`src/rtl/shot_sequencer.sv`:
```
// Shot capture sequencer: clears, arms and stops the four mic counters,
// then flags the result to the host and holds off while the target rings.
module shot_sequencer #(
  parameter int unsigned TIMEOUT_CYCLES = 16000,
  parameter int unsigned QUIET_CYCLES   = 65535
) (
  input  logic       clk8M,
  input  logic       reset,
  input  logic       arm_req,
  input  logic       abort_req,
  input  logic       ack,
  input  logic       auto_rearm,
  input  logic [3:0] run,
  output logic       clear,
  output logic       stop,
  output logic       armed,
  output logic       shot_ready,
  output logic       timeout,
  output logic [3:0] missing,
  output logic [7:0] shot_count,
  output logic [2:0] state
);

  typedef enum logic [2:0] {
    S_IDLE    = 3'd0,
    S_CLEAR   = 3'd1,
    S_ARMED   = 3'd2,
    S_CAPTURE = 3'd3,
    S_STOP    = 3'd4,
    S_DONE    = 3'd5,
    S_QUIET   = 3'd6
  } state_e;

  localparam logic [15:0] TMO_LAST = 16'(TIMEOUT_CYCLES - 1);
  localparam logic [15:0] Q_LAST   = 16'(QUIET_CYCLES - 1);

  state_e      state_q, state_d;
  logic        abort_stop_q, abort_stop_d;
  logic [15:0] tmo_cnt_q, tmo_cnt_d;
  logic [15:0] q_cnt_q, q_cnt_d;
  logic        clear_q, clear_d;
  logic        stop_q, stop_d;
  logic        armed_q, armed_d;
  logic        shot_ready_q, shot_ready_d;
  logic        timeout_q, timeout_d;
  logic [3:0]  missing_q, missing_d;
  logic [7:0]  shot_count_q, shot_count_d;

  always_comb begin
    state_d      = state_q;
    abort_stop_d = abort_stop_q;
    tmo_cnt_d    = tmo_cnt_q;
    q_cnt_d      = q_cnt_q;
    timeout_d    = timeout_q;
    missing_d    = missing_q;
    shot_count_d = shot_count_q;

    if (abort_req && state_q != S_IDLE) begin
      // An abort during capture still stops the counters once.
      if (state_q == S_ARMED || state_q == S_CAPTURE) begin
        state_d      = S_STOP;
        abort_stop_d = 1'b1;
      end else begin
        state_d      = S_IDLE;
        abort_stop_d = 1'b0;
      end
    end else begin
      unique case (state_q)
        S_IDLE: begin
          if (arm_req) state_d = S_CLEAR;
        end
        S_CLEAR: begin
          timeout_d = 1'b0;
          missing_d = 4'h0;
          tmo_cnt_d = 16'd0;
          state_d   = S_ARMED;
        end
        S_ARMED: begin
          if (run == 4'hF) begin
            state_d = S_STOP;
          end else if (run != 4'h0) begin
            state_d   = S_CAPTURE;
            tmo_cnt_d = 16'd0;
          end
        end
        S_CAPTURE: begin
          tmo_cnt_d = tmo_cnt_q + 16'd1;
          if (run == 4'hF) begin
            state_d = S_STOP;
          end else if (tmo_cnt_q == TMO_LAST) begin
            state_d   = S_STOP;
            timeout_d = 1'b1;
          end
        end
        S_STOP: begin
          if (abort_stop_q) begin
            state_d      = S_IDLE;
            abort_stop_d = 1'b0;
          end else begin
            missing_d    = ~run;
            shot_count_d = shot_count_q + 8'd1;
            state_d      = S_DONE;
          end
        end
        S_DONE: begin
          if (ack) begin
            state_d = S_QUIET;
            q_cnt_d = 16'd0;
          end
        end
        S_QUIET: begin
          q_cnt_d = q_cnt_q + 16'd1;
          if (q_cnt_q == Q_LAST) begin
            state_d = auto_rearm ? S_CLEAR : S_IDLE;
          end
        end
        default: state_d = S_IDLE;
      endcase
    end

    clear_d      = (state_d == S_CLEAR);
    stop_d       = (state_d == S_STOP);
    armed_d      = (state_d == S_ARMED) || (state_d == S_CAPTURE);
    shot_ready_d = (state_d == S_DONE);
  end

  always_ff @(posedge clk8M) begin
    if (reset) begin
      state_q      <= S_IDLE;
      abort_stop_q <= 1'b0;
      tmo_cnt_q    <= 16'd0;
      q_cnt_q      <= 16'd0;
      clear_q      <= 1'b0;
      stop_q       <= 1'b0;
      armed_q      <= 1'b0;
      shot_ready_q <= 1'b0;
      timeout_q    <= 1'b0;
      missing_q    <= 4'h0;
      shot_count_q <= 8'd0;
    end else begin
      state_q      <= state_d;
      abort_stop_q <= abort_stop_d;
      tmo_cnt_q    <= tmo_cnt_d;
      q_cnt_q      <= q_cnt_d;
      clear_q      <= clear_d;
      stop_q       <= stop_d;
      armed_q      <= armed_d;
      shot_ready_q <= shot_ready_d;
      timeout_q    <= timeout_d;
      missing_q    <= missing_d;
      shot_count_q <= shot_count_d;
    end
  end

  assign clear      = clear_q;
  assign stop       = stop_q;
  assign armed      = armed_q;
  assign shot_ready = shot_ready_q;
  assign timeout    = timeout_q;
  assign missing    = missing_q;
  assign shot_count = shot_count_q;
  assign state      = state_q;

endmodule

```
`config.mk`:
```
export PLATFORM = sky130hd
export DESIGN_NAME = shot_sequencer
export DESIGN_NICKNAME = d
export VERILOG_FILES = /design/src/rtl/shot_sequencer.sv
export SDC_FILE = /design/constraint.sdc
export NUM_CORES = 1
export LEC_CHECK = 0
export ABC_AREA = 1
export BUFFER_PORTS_ARGS = -buffer_cell sky130_fd_sc_hd__buf_2
export CAP_MARGIN = 30
export CELL_PAD_IN_SITES_DETAIL_PLACEMENT = 0
export CELL_PAD_IN_SITES_GLOBAL_PLACEMENT = 1
export CORE_MARGIN = 3
export CORE_UTILIZATION = 40
export CTS_BUF_LIST = sky130_fd_sc_hd__clkbuf_2
export DETAILED_ROUTE_END_ITERATION = 16
export PLACE_DENSITY_LB_ADDON = 0.1
export SKIP_LAST_GASP = 1
export SYNTH_ARGS = -nofsm -noshare
export SYNTH_HDL_FRONTEND = slang
export SYNTH_SLANG_ARGS = --single-unit
```
`constraint.sdc`:
```
create_clock -name clk8M -period 1.9 [get_ports clk8M]
set_clock_uncertainty 0.05 [all_clocks]
set_input_delay 0.095 -clock clk8M [delete_from_list [all_inputs] [get_ports clk8M]]
set_output_delay 0.095 -clock clk8M [all_outputs]
set_load 0.005 [all_outputs]
```
Word level (Yosys, flattened, before mapping)
Index checks and enable logic that the tools add are counted.
Storage, ports and cells
  input port bits: 10
  register bits: 53
  logic and storage cells: 78
  output and inout bits: 20
Operators by class
  bitwise logic cells: 3
  mux-type cells: 25
  reduce and logical (&&, ||, !) cells: 16
  eq/ne operators: 20
  add/sub/neg operators: 3
Operator list (count)
  two-way mux 16 bit: 3
  case mux 16 bit (3 select lines): 1
  adder 16 x 1 -> 16 bit (second input constant): 2
  case mux 16 bit (2 select lines): 1
  two-way mux 3 bit: 10
  case mux 3 bit (7 select lines): 1
  equality test 16 x 14 -> 1 bit (second input constant): 1
  equality test 16 bit (second input constant): 1
  equality test 3 bit (second input constant): 5
  equality test 3 x 2 -> 1 bit (second input constant): 4
  AND reduction 3 bit: 3
  adder 8 x 1 -> 8 bit (second input constant): 1
  inequality test 2 bit (second input constant): 4
  case mux 4 bit (2 select lines): 1
  AND reduction 4 bit: 2
  nonzero test 2 bit: 4
  equality test 3 x 1 -> 1 bit (second input constant): 2
  two-way mux 1 bit: 6
  nonzero test 3 bit: 2
  equality test 4 bit (second input constant): 1
  two-way mux 4 bit: 1
  inequality test 2 x 1 -> 1 bit (second input constant): 2
  inverter 4 bit: 1
  nonzero test 4 bit: 1
  other kinds (5): 7

Logic depth before layout (Yosys ltp)
  depth in word-level cells: 7
  gate-level depth with buffers: 12
  gate-level depth less buffers: 12

Worst setup path after synthesis
No wires, ideal clock.
  path type: register to register
  from: register state_q[2], in the netlist state[2]
  to: register tmo_cnt_q[6]
  required time: 1.736 ns
  data arrival time: 1.359 ns
  stages on the path, launching flop included: 12
  buffers on the path: 2
  slack: 0.377 ns
  cells stage by stage: dfxtp_1 buf_2 inv_2 nand3_2 inv_2 nand2_2 nand3_4 buf_6 nor3_4 nand2_1 nand2_1 nor2_1
Between the ends
  cells in the longest elaborated chain, start to end: 4
  elaborated cells between the ends (all ways): 11
  those cells by class: eq/ne: 5; mux: 1; bitwise: 1; reduce/logical: 4
Ends and longest elaborated chain
  start: declaration: line 37  | state_e state_q, state_d;
  start signal: assignment: line 141  | state_q <= state_d;
  parallel branches: the longest is 4 deep, another holds AND reduction 4 bit
  end signal: assignment: line 143  | tmo_cnt_q <= tmo_cnt_d;
  end: declaration: line 39  | logic [15:0] tmo_cnt_q, tmo_cnt_d;
Several ways; the timed one is not identified.
A chain may end at the register's enable or synchronous reset.

Final worst setup path
  from: register state_q[1], in the netlist state[1]
  to: register tmo_cnt_q[9]
The elaborated chain is that of the path after synthesis.

==> results_dict.tcl <==
set metrics [dict create \
    status "finished, final reports clean" \
    synth-main-ff-cell "dfxtp_1" \
    final_cell_mix "87 x nand2_1, 74 x nor2_1, 50 x inv_1, 50 x dfxtp_1, 32 x a21oi_1" \
    grt_max_degree 18 \
    die_x_um 90.9 \
    tritoncts "done" \
    dpl_cell_area_um2 3180 \
    p_leak_nw 1.38 \
    max_freq_mhz 586 \
    yosysTopAreaCell "dfxtp_1" \
    detail_route.iter0.violations 74 \
    detailed_place_hpwl_um 5010 \
    ant_nets 0 \
    netlist_instances 430 \
    cts.reportedPaths.clkPinSlew_ns 0.30 \
    p_per_area_nw_per_um2 813 \
    reg2reg_depth 6 \
    cts_buffers 5 \
    synth_area_leaders "dfxtp_1 37%, nand2_1 11%, nor2_1 9.8%, inv_1 6.5%, a21oi_1 5.6%" \
    synth_seq_cells 53 \
    dieArea_um2 8270 \
    min_period_over_period 0.899 \
    final_layout_size_suffix_gt1_frac 0.181 \
    setup_viol 0 \
    post-route-min-period_ns 1.71 \
    cap_violations 0 \
    arrival_ns 2.07 \
    rows 30 \
    drc 0 \
    r2r_end "tmo_cnt_q[9]" \
    num_antenna_cells 0 \
    vdd_drop_max_v 0.000573 \
    ios 30 \
    final_common_cell "nand2_1" \
    dp_worst_setup_slack_ns 0.188 \
    tightest_slew_ns 0.334 \
    core_um2 6910 \
    relSlewSlack 0.777 \
    gp_congestion 0.870 \
    hold_path.class "primary input to flop" \
    syn2layout_area_growth_pct 14.3 \
    nets 489 \
    routed_wl_um 6440 \
    wl_per_cell_um 11.3 \
    clockBufferDepth 2 \
    grt_pass1_vias 2545 \
    crit_path_start_kind "flop" \
    fin_ws_ns 0.193 \
    grt_usage 0.158 \
    rrSetupSlack_ns 0.19 \
    vias 2728 \
    r2r-start "state[1]" \
    maxSlewViolCount 0 \
    endpoint "tmo_cnt_q[9]" \
    synth_edf_count 0 \
    syn_nets 444 \
    final_cell_area_um2 3300 \
    grt_pass1_wl_um 11000 \
    clk_latency_ns 0.46 \
    synth-warning-count 0 \
    ctsRootBufferMaster "clkbuf_2" \
    fill_cells 756 \
    antenna_found_initial 0 \
    critPathRequiredTime_ns 2.26 \
    start_util 0.418 \
    h-tree-depth 2 \
    synth-async-reset-ratio 0 \
    clkSinkCount 53 \
    ys_seq_area_frac 0.368 \
    finalHoldViolations 0 \
    end_kind "flop" \
    die_h_um 90.9 \
    postSynthAreaPerCell_um2 6.71 \
    worstSetupStartpoint "state[1]" \
    timing.setup.tns_ns 0 \
    crit_type "flop to flop" \
    io_buffer_count 29 \
    overflow 0 \
    ys_types 35 \
    synth.top_cell.area_share 0.368 \
    rsz0062_at_grt "false" \
    dr.pass1.iters 4 \
    crit_fanout 14 \
    routed_via_density 4.77 \
    syn_area_um2 2890 \
]
==> critical path, cell delays in order, from the launching register on <==
cell and delay [ns]:
dfxtp_1 0.58, nor2_4 0.11, nor3_4 0.16, nand3_4 0.22, o21ai_4 0.31, nor2_1 0.09
and2_1 0.16
==> cell families (layout without fill, tap and decap cells) <==
family          count (synthesis)  after routing  share of synthesized area
compound gates                 56             56                      0.106
fa+ha+maj                       4              4                     0.0173
xor+xnor                        4              4                     0.0121
simple gates                  249            249                      0.411
flops                          53             53                      0.368
buf+inv                        64            110                     0.0863
==> report_power, final <==
part / internal [W] / switching (W) / total, W
Clock: 0.0000934 / 0.000379 / 0.000473
Sequential: 0.00122 / 0.0000938 / 0.00132
Combinational: 0.000319 / 0.000575 / 0.000894
Total: 0.00163 / 0.00105 / 0.00268
==> metrics by stage <==
stage,total power [W],util,std cells,hold WS (ns)
floorplan,0.00197,-,430,0.210
CTS,0.00273,0.477,572,0.0747
global placement,0.00222,0.460,557,0.373
finish,0.00268,0.478,572,0.102
detailed placement,0.00223,0.460,557,0.376
global route,0.00290,0.478,572,0.106
==> per-layer routing <==
layer / track usage / wire, um / share of wire
met3: 0.0307 / 135 / 0.021
met5: 0 / 0 / 0
met2: 0.275 / 3070 / 0.48
met4: 0.0377 / 57 / 0.0088
met1: 0.200 / 3180 / 0.49
==> Yosys cell counts (3+ instances only) <==
cell / count
o21ai_1: 3
nor2_1: 75
inv_1: 50
xnor2_1: 3
nor2_2: 5
clkbuf_1: 3
nor3_1: 10
nand4_1: 18
ha_1: 4
a21oi_1: 32
nand2_2: 9
nand2_1: 87
o21ai_0: 16
dfxtp_1: 53
inv_2: 9
nand3_1: 26
==> sequential cells by signal, indices dropped and copies added, names as in the netlist <==
signal,cells
abort_stop_q,1
armed,1
clear,1
missing,4
q_cnt_q,16
shot_count,8
shot_ready,1
state,3
stop,1
timeout,1
tmo_cnt_q,16
==> layout make-up <==
class                      count  area (um^2)  area share
inverter                      59          221      0.0671
tap                           96          120      0.0364
multi-input combinational    313         1580       0.478
clock buffer                   5         25.0     0.00759
sequential                    53         1060       0.323
clock inverter                 3         21.3     0.00645
timing repair buffer          43          268      0.0812
==> repair_timing <==
item	4_1_cts	5_1_grt
endpoints found under the setup margin	0	2
hold buffers	7	0
setup buffers	0	0
hold endpoints to repair	25	0
gates resized for setup	0	4
==> worst min path at each step <==
stage | startpoint | endpoint | slack [ns] | cells past startpoint
2_1_floorplan | abort_req | abort_stop_q | 0.21 | 2
3_3_place_gp | run[0] | missing[0] | 0.37 | 4
3_5_place_dp | run[0] | missing[0] | 0.38 | 4
4_1_cts | auto_rearm | state[0] | 0.07 | 7
5_1_grt | auto_rearm | state[0] | 0.11 | 7
6_report | auto_rearm | state[0] | 0.10 | 7
(Power assumes the default switching activity.)
